--- src/rtl/call_stack.sv ---
// Return-address LIFO for a program sequencer: push on call, pop on return.
// A pop registers the top entry onto address and pulses load low for one cycle.
module call_stack #(
    parameter int ADDRESS_WIDTH = 16,
    parameter int DEPTH         = 8
) (
    input  logic                       clock,
    input  logic                       reset,
    input  logic                       push,
    input  logic [ADDRESS_WIDTH-1:0]   push_address,
    input  logic                       pop,
    output logic [ADDRESS_WIDTH-1:0]   address,
    output logic                       load,
    output logic [$clog2(DEPTH):0]     count,
    output logic                       empty,
    output logic                       full,
    output logic                       overflow,
    output logic                       underflow
);

    localparam int PW = $clog2(DEPTH);
    localparam int CW = PW + 1;
    localparam logic [CW-1:0] FULL_COUNT = CW'(DEPTH);
    localparam logic [CW-1:0] CNT_ONE    = CW'(1);
    localparam logic [PW-1:0] PTR_ONE    = PW'(1);

    logic [ADDRESS_WIDTH-1:0] entries [DEPTH];
    logic [PW-1:0]            wr_ptr;
    logic [PW-1:0]            top_ptr;
    logic                     do_pop;
    logic                     do_push;

    assign empty   = (count == '0);
    assign full    = (count == FULL_COUNT);

    // wr_ptr aliases to 0 when full, but a push is only accepted there together with a pop.
    assign wr_ptr  = count[PW-1:0];
    assign top_ptr = wr_ptr - PTR_ONE;

    assign do_pop  = pop && !empty;
    assign do_push = push && (!full || do_pop);

    always_ff @(posedge clock) begin
        if (reset) begin
            count     <= '0;
            address   <= '0;
            load      <= 1'b1;
            overflow  <= 1'b0;
            underflow <= 1'b0;
            for (int i = 0; i < DEPTH; i++) begin
                entries[i] <= '0;
            end
        end else begin
            load <= !do_pop;
            if (do_pop) begin
                address <= entries[top_ptr];
            end

            // A combined push/pop replaces the top entry in place.
            if (do_push && do_pop) begin
                entries[top_ptr] <= push_address;
            end else if (do_push) begin
                entries[wr_ptr] <= push_address;
            end

            if (do_push && !do_pop) begin
                count <= count + CNT_ONE;
            end else if (do_pop && !do_push) begin
                count <= count - CNT_ONE;
            end

            if (push && !do_push) begin
                overflow <= 1'b1;
            end
            if (pop && empty) begin
                underflow <= 1'b1;
            end
        end
    end

endmodule

--- config.mk ---
export PLATFORM = sky130hd
export DESIGN_NAME = call_stack
export DESIGN_NICKNAME = d
export VERILOG_FILES = /design/src/rtl/call_stack.sv
export SDC_FILE = /design/constraint.sdc
export NUM_CORES = 1
export LEC_CHECK = 0
export CORE_MARGIN = 1
export CORE_UTILIZATION = 59
export CTS_CLUSTER_DIAMETER = 200
export DETAILED_ROUTE_END_ITERATION = 12
export PLACE_DENSITY = 0.8
export SLEW_MARGIN = 20
export SYNTH_ARGS = -nofsm -noshare
export SYNTH_HDL_FRONTEND = slang
export SYNTH_SLANG_ARGS = --single-unit
--- constraint.sdc ---
create_clock -name clock -period 4.2 [get_ports clock]
set_input_delay 0.42 -clock clock [delete_from_list [all_inputs] [get_ports clock]]
set_output_delay 0.42 -clock clock [all_outputs]
set_load 0.02 [all_outputs]
# Word-level counts from Yosys, hierarchy flattened
# Memory sizes are Yosys's and may differ from the RTL's. A register that Yosys moved wholly into a read port is not among the register bits.
# Index checks and enable logic that the tools add are counted.
[word_totals] regBits=7 ramBits=128 in_bits=20 out_inout_bits=25 memories=1
[classes] add_sub_neg=3 eq_ne=1 mux=17 reduce_logical=16
[mem_list] name="entries" words=8 word_bits=16 read_ports=1 rd_clocked_by_memory_dff=1 wr=8 line_no="27" text="logic [ADDRESS_WIDTH-1:0] entries [DEPTH];"
[op_table] cell="2-to-1 mux 16 bit" count=2
[op_table] cell="OR reduction 16 bit" count=2
[op_table] cell="2-to-1 mux 1 bit" count=11
[op_table] cell="2-to-1 mux 4 bit" count=2
[op_table] cell="logical AND 1 bit" count=7
[op_table] cell="2-to-1 mux 3 bit" count=2
[op_table] cell="adder 4 x 1 -> 4 bit (second input constant)" count=1
[op_table] cell="== test 4 bit (second input constant)" count=1
[op_table] cell="logical NOT 1 bit" count=4
[op_table] cell="logical NOT 4 bit" count=1
[op_table] cell="subtractor 4 x 1 -> 4 bit (second input constant)" count=1
[op_table] cell="subtractor 3 x 1 -> 3 bit (second input constant)" count=1
[op_table] cell="nonzero test 2 bit" count=1
[op_table] cell="logical OR 1 bit" count=1

# Longest topological paths before layout
[logic_depth] depth_word=12 depth_mapped=13

# Worst setup path after synthesis
# OpenSTA, ideal clock, no wires.
[synth_timing] path_kind="register to register" startpoint="register count[0]" endpoint="memory entries[2][0] (enable)" setup_ns=0.392 t_arrival_ns=3.078 path_slack_ns=0.729 stages_incl_launch_ff=11 n_path_buf=1 period_less_slack_ns=3.471 path_cell_list="dfxtp_1 -> inv_1 -> ha_1 -> buf_6 -> or3b_4 -> nand2_1 -> ha_1 -> nand2b_1 -> a31oi_1 -> o22a_1 -> o21bai_1"
[synth_lines] element="start: declaration" line_no="14" text="output logic [$clog2(DEPTH):0] count,"
[synth_lines] element="start signal: assignment" line_no="67" text="count <= count + CNT_ONE;"
[synth_lines] element="start signal: assignment" line_no="69" text="count <= count - CNT_ONE;"
[synth_lines] element="end: declaration" line_no="27"

==> results.toml <==
[status]
status = "finished, final reports clean"

[global_routing]
grt_antenna_before_repair = 0
track_usage_pct = 27.8
grt-ovfl-total = 0
first_global_vias = 4121
grt_max_degree = 42
grt_pass1_wl_um = 22800

[detailed_routing]
wirelength_um = 14900
drtIter0Drc = 336
via_count = 4286
viasPerCell = 6.06
ant_nets = 0
drc = 0
first_pass_iters = 5
wl_per_cell_um = 21.0

[synth]
syn_avg_cell_area_um2 = 13.5
syn_nets = 525
ys_seq_area_share_pct = 64.0
syn_inst = 499
mappedNetlistArea_mm2 = 0.00673
synth-warning-count = 0
synth-seq-cells = 151
ys_types = 43

[critical_path]
crit_arrival_ps = 3650
slowest_stage = "o22a_1"
worstSetupEndpoint = "entries[7][7]$_SDFFCE_PN0P_"
path_cells = "inv_1, ha_1, or3b_4, nand2_1, ha_1, nand2b_1, a31oi_1, o22a_1, buf_4, nor2_1"
crit_type = "reg -> reg"
critical_path.startpoint = "count[0]$_SDFFE_PP0P_"
cp_max_fo = 22
startpoint_type = "flop"
critPathMaxStageDelay_ps = 530
rrSetupSlack_ps = 710
end_kind = "flop"
path_common_cell = "ha_1"
r2r_cells = 10
required_ps = 4370
r2r_start = "count[0]$_SDFFE_PP0P_"
r2r_end = "entries[7][7]$_SDFFCE_PN0P_"

[clock_network]
insertion_delay_ps = 420
cts_tree = "built"
cts_root_buf = "clkbuf_16"
cts_max_level = 4
cts_buffers = 17
clk_path_buf_depth = 2
ctsResizeCount = 0
cts_hold_buf = 0
cts_setup_buffers = 0
clock-sinks = 151
path_clk_slew_ps = 60

[timing]
final.setup.worst_slack_ps = 714
fin_crit_ps = 3490
slew_headroom_pct = 35.5
finalSetupViolCount = 0
hold_viol_final = 0
finalCritPeriodShare_pct = 83.0
timing.setup.tns_ps = 0
final_max_slew_viol_count = 0
rsz0062_at_grt = "no"
fmax_mhz = 287
hold_slack_ps = 434
skew_ps = 4.47
tightestPinTransition_ps = 968

[final_layout]
layout-drive-gt1-share_pct = 21.0
synthToLayoutAreaGrowth_pct = 17.5
layout.nets = 580
fillCellCount = 714
diodes = 0
fin_cells = 707
final_core_util_pct = 72.0
final_cell_area_mm2 = 0.00791

[place]
dp_slack_ps = 742
port_buffers = 44
placed_area_mm2 = 0.00733
gp_congestion = 0.781
hpwl_um = 8900
dp.cells = 673

[power]
leakagePower_nw = 2.92
p_per_area_mw_per_mm2 = 690
vdd_ir_drop_max_mv = 0.465
p_total_mw = 5.46

[die]
dieWidth_um = 109
core-area_mm2 = 0.0110
initial_utilization_pct = 61.3
die_h_um = 109
rows = 38
die_area_mm2 = 0.0118
io_pins = 45

[hold_path]
min_path_type = "reg -> reg"

[run]
cap_violations = 0
## cells in the mapped netlist, drive strengths merged
library cell / count / area [um2]
a211oi: 2 / 15.0
a21o: 4 / 30.0
a21oi: 6 / 30.0
a222oi: 1 / 10.0
a22oi: 15 / 113
a31oi: 3 / 18.8
and3b: 1 / 8.76
buf: 20 / 129
clkbuf: 10 / 37.5
dfxtp: 23 / 460
edfxtp: 128 / 3840
fa: 1 / 20.0
ha: 5 / 62.6
inv: 9 / 36.3
mux2: 1 / 11.3
mux2i: 1 / 10.0
mux4: 32 / 721
nand2: 64 / 315
nand2b: 5 / 31.3
nand3: 3 / 15.0
nand3b: 2 / 15.0
nand4: 2 / 12.5
nor2: 137 / 564
nor2b: 2 / 12.5
nor3b: 1 / 7.51
nor4: 1 / 6.26
o21a: 2 / 15.0
o21ai: 2 / 10.0
o21bai: 4 / 30.0
o22a: 2 / 17.5
o22ai: 2 / 12.5
o31ai: 1 / 7.51
o41ai: 2 / 55.1
or3b: 2 / 20.0
xor2: 3 / 26.3
## layout make-up
class                      instances  area [um2]  area share [%]
inverter                           9        36.3           0.459
multi-input combinational        309        2220            28.1
tap                              140         175            2.21
clock inverter                     8        71.3           0.902
clock buffer                      24         492            6.22
sequential                       151        4310            54.4
timing repair buffer              66         606            7.66
## metal layers
metal  GRT usage, %  share of wire, %
met2           43.6                50
met1           38.0                38
met3           6.46               9.4
met4           11.2               2.3
met5              0                 0
## power breakdown
part,total [mW],switching [mW],internal [mW]
logic,1.95,1.20,0.750
registers,2.08,0.116,1.97
clock network,1.43,0.560,0.872
total,5.46,1.87,3.59
## worst min-delay path by stage
stage / start / cells past startpoint / end / slack (ps)
finish: address[7]$_SDFFE_PP0N_ / 2 / address[7]$_SDFFE_PP0N_ / 430
global route: address[13]$_SDFFE_PP0N_ / 2 / address[13]$_SDFFE_PP0N_ / 450
CTS: address[3]$_SDFFE_PP0N_ / 2 / address[3]$_SDFFE_PP0N_ / 440
detailed placement: address[7]$_SDFFE_PP0N_ / 2 / address[7]$_SDFFE_PP0N_ / 430
global placement: address[4]$_SDFFE_PP0N_ / 2 / address[4]$_SDFFE_PP0N_ / 420
floorplan: address[0]$_SDFFE_PP0N_ / 2 / address[0]$_SDFFE_PP0N_ / 520
## cells by family after synthesis
family,share of synthesized area [%]
DFF,64.0
xor gates and xnor gates,0.390
buffers and inverters,3.01
and+or+nand+nor,15.0
adders and majority gates,1.23
muxes,11.0
AOI/OAI and AO/OA,5.41
## registers in the layout (all words and copies together) (netlist names)
| register | count |
|---|---|
| overflow | 1 |
| count | 4 |
| address | 16 |
| load | 1 |
| entries | 128 |
| underflow | 1 |
## layout by cell type (no fill, tap or decap), types with 3 or more instances in the layout
master           count
a21o_1               4
a21oi_1              6
a22oi_1             15
a31oi_1              3
buf_4               22
clkbuf_1             3
clkbuf_16           17
clkbuf_8             4
clkdlybuf4s50_1     44
clkinv_2             4
dfxtp_1             22
edfxtp_1           128
ha_1                 5
inv_1                8
mux4_2              32
nand2_1             54
nand2_4             10
nand2b_1             5
nand3_1              3
nor2_1             117
nor2_2              20
o21bai_1             4
xor2_1               3
## worst max-delay path, delay by kind of cell, from the launching register on
kind,cells,cell delay [ps]
and+or+nand+nor,4,860
AOI/OAI and AO/OA,2,870
adders and majority gates,2,630
buffers and inverters,2,540
DFF,1,320
No activity file was read; power rests on OpenSTA's default activity.
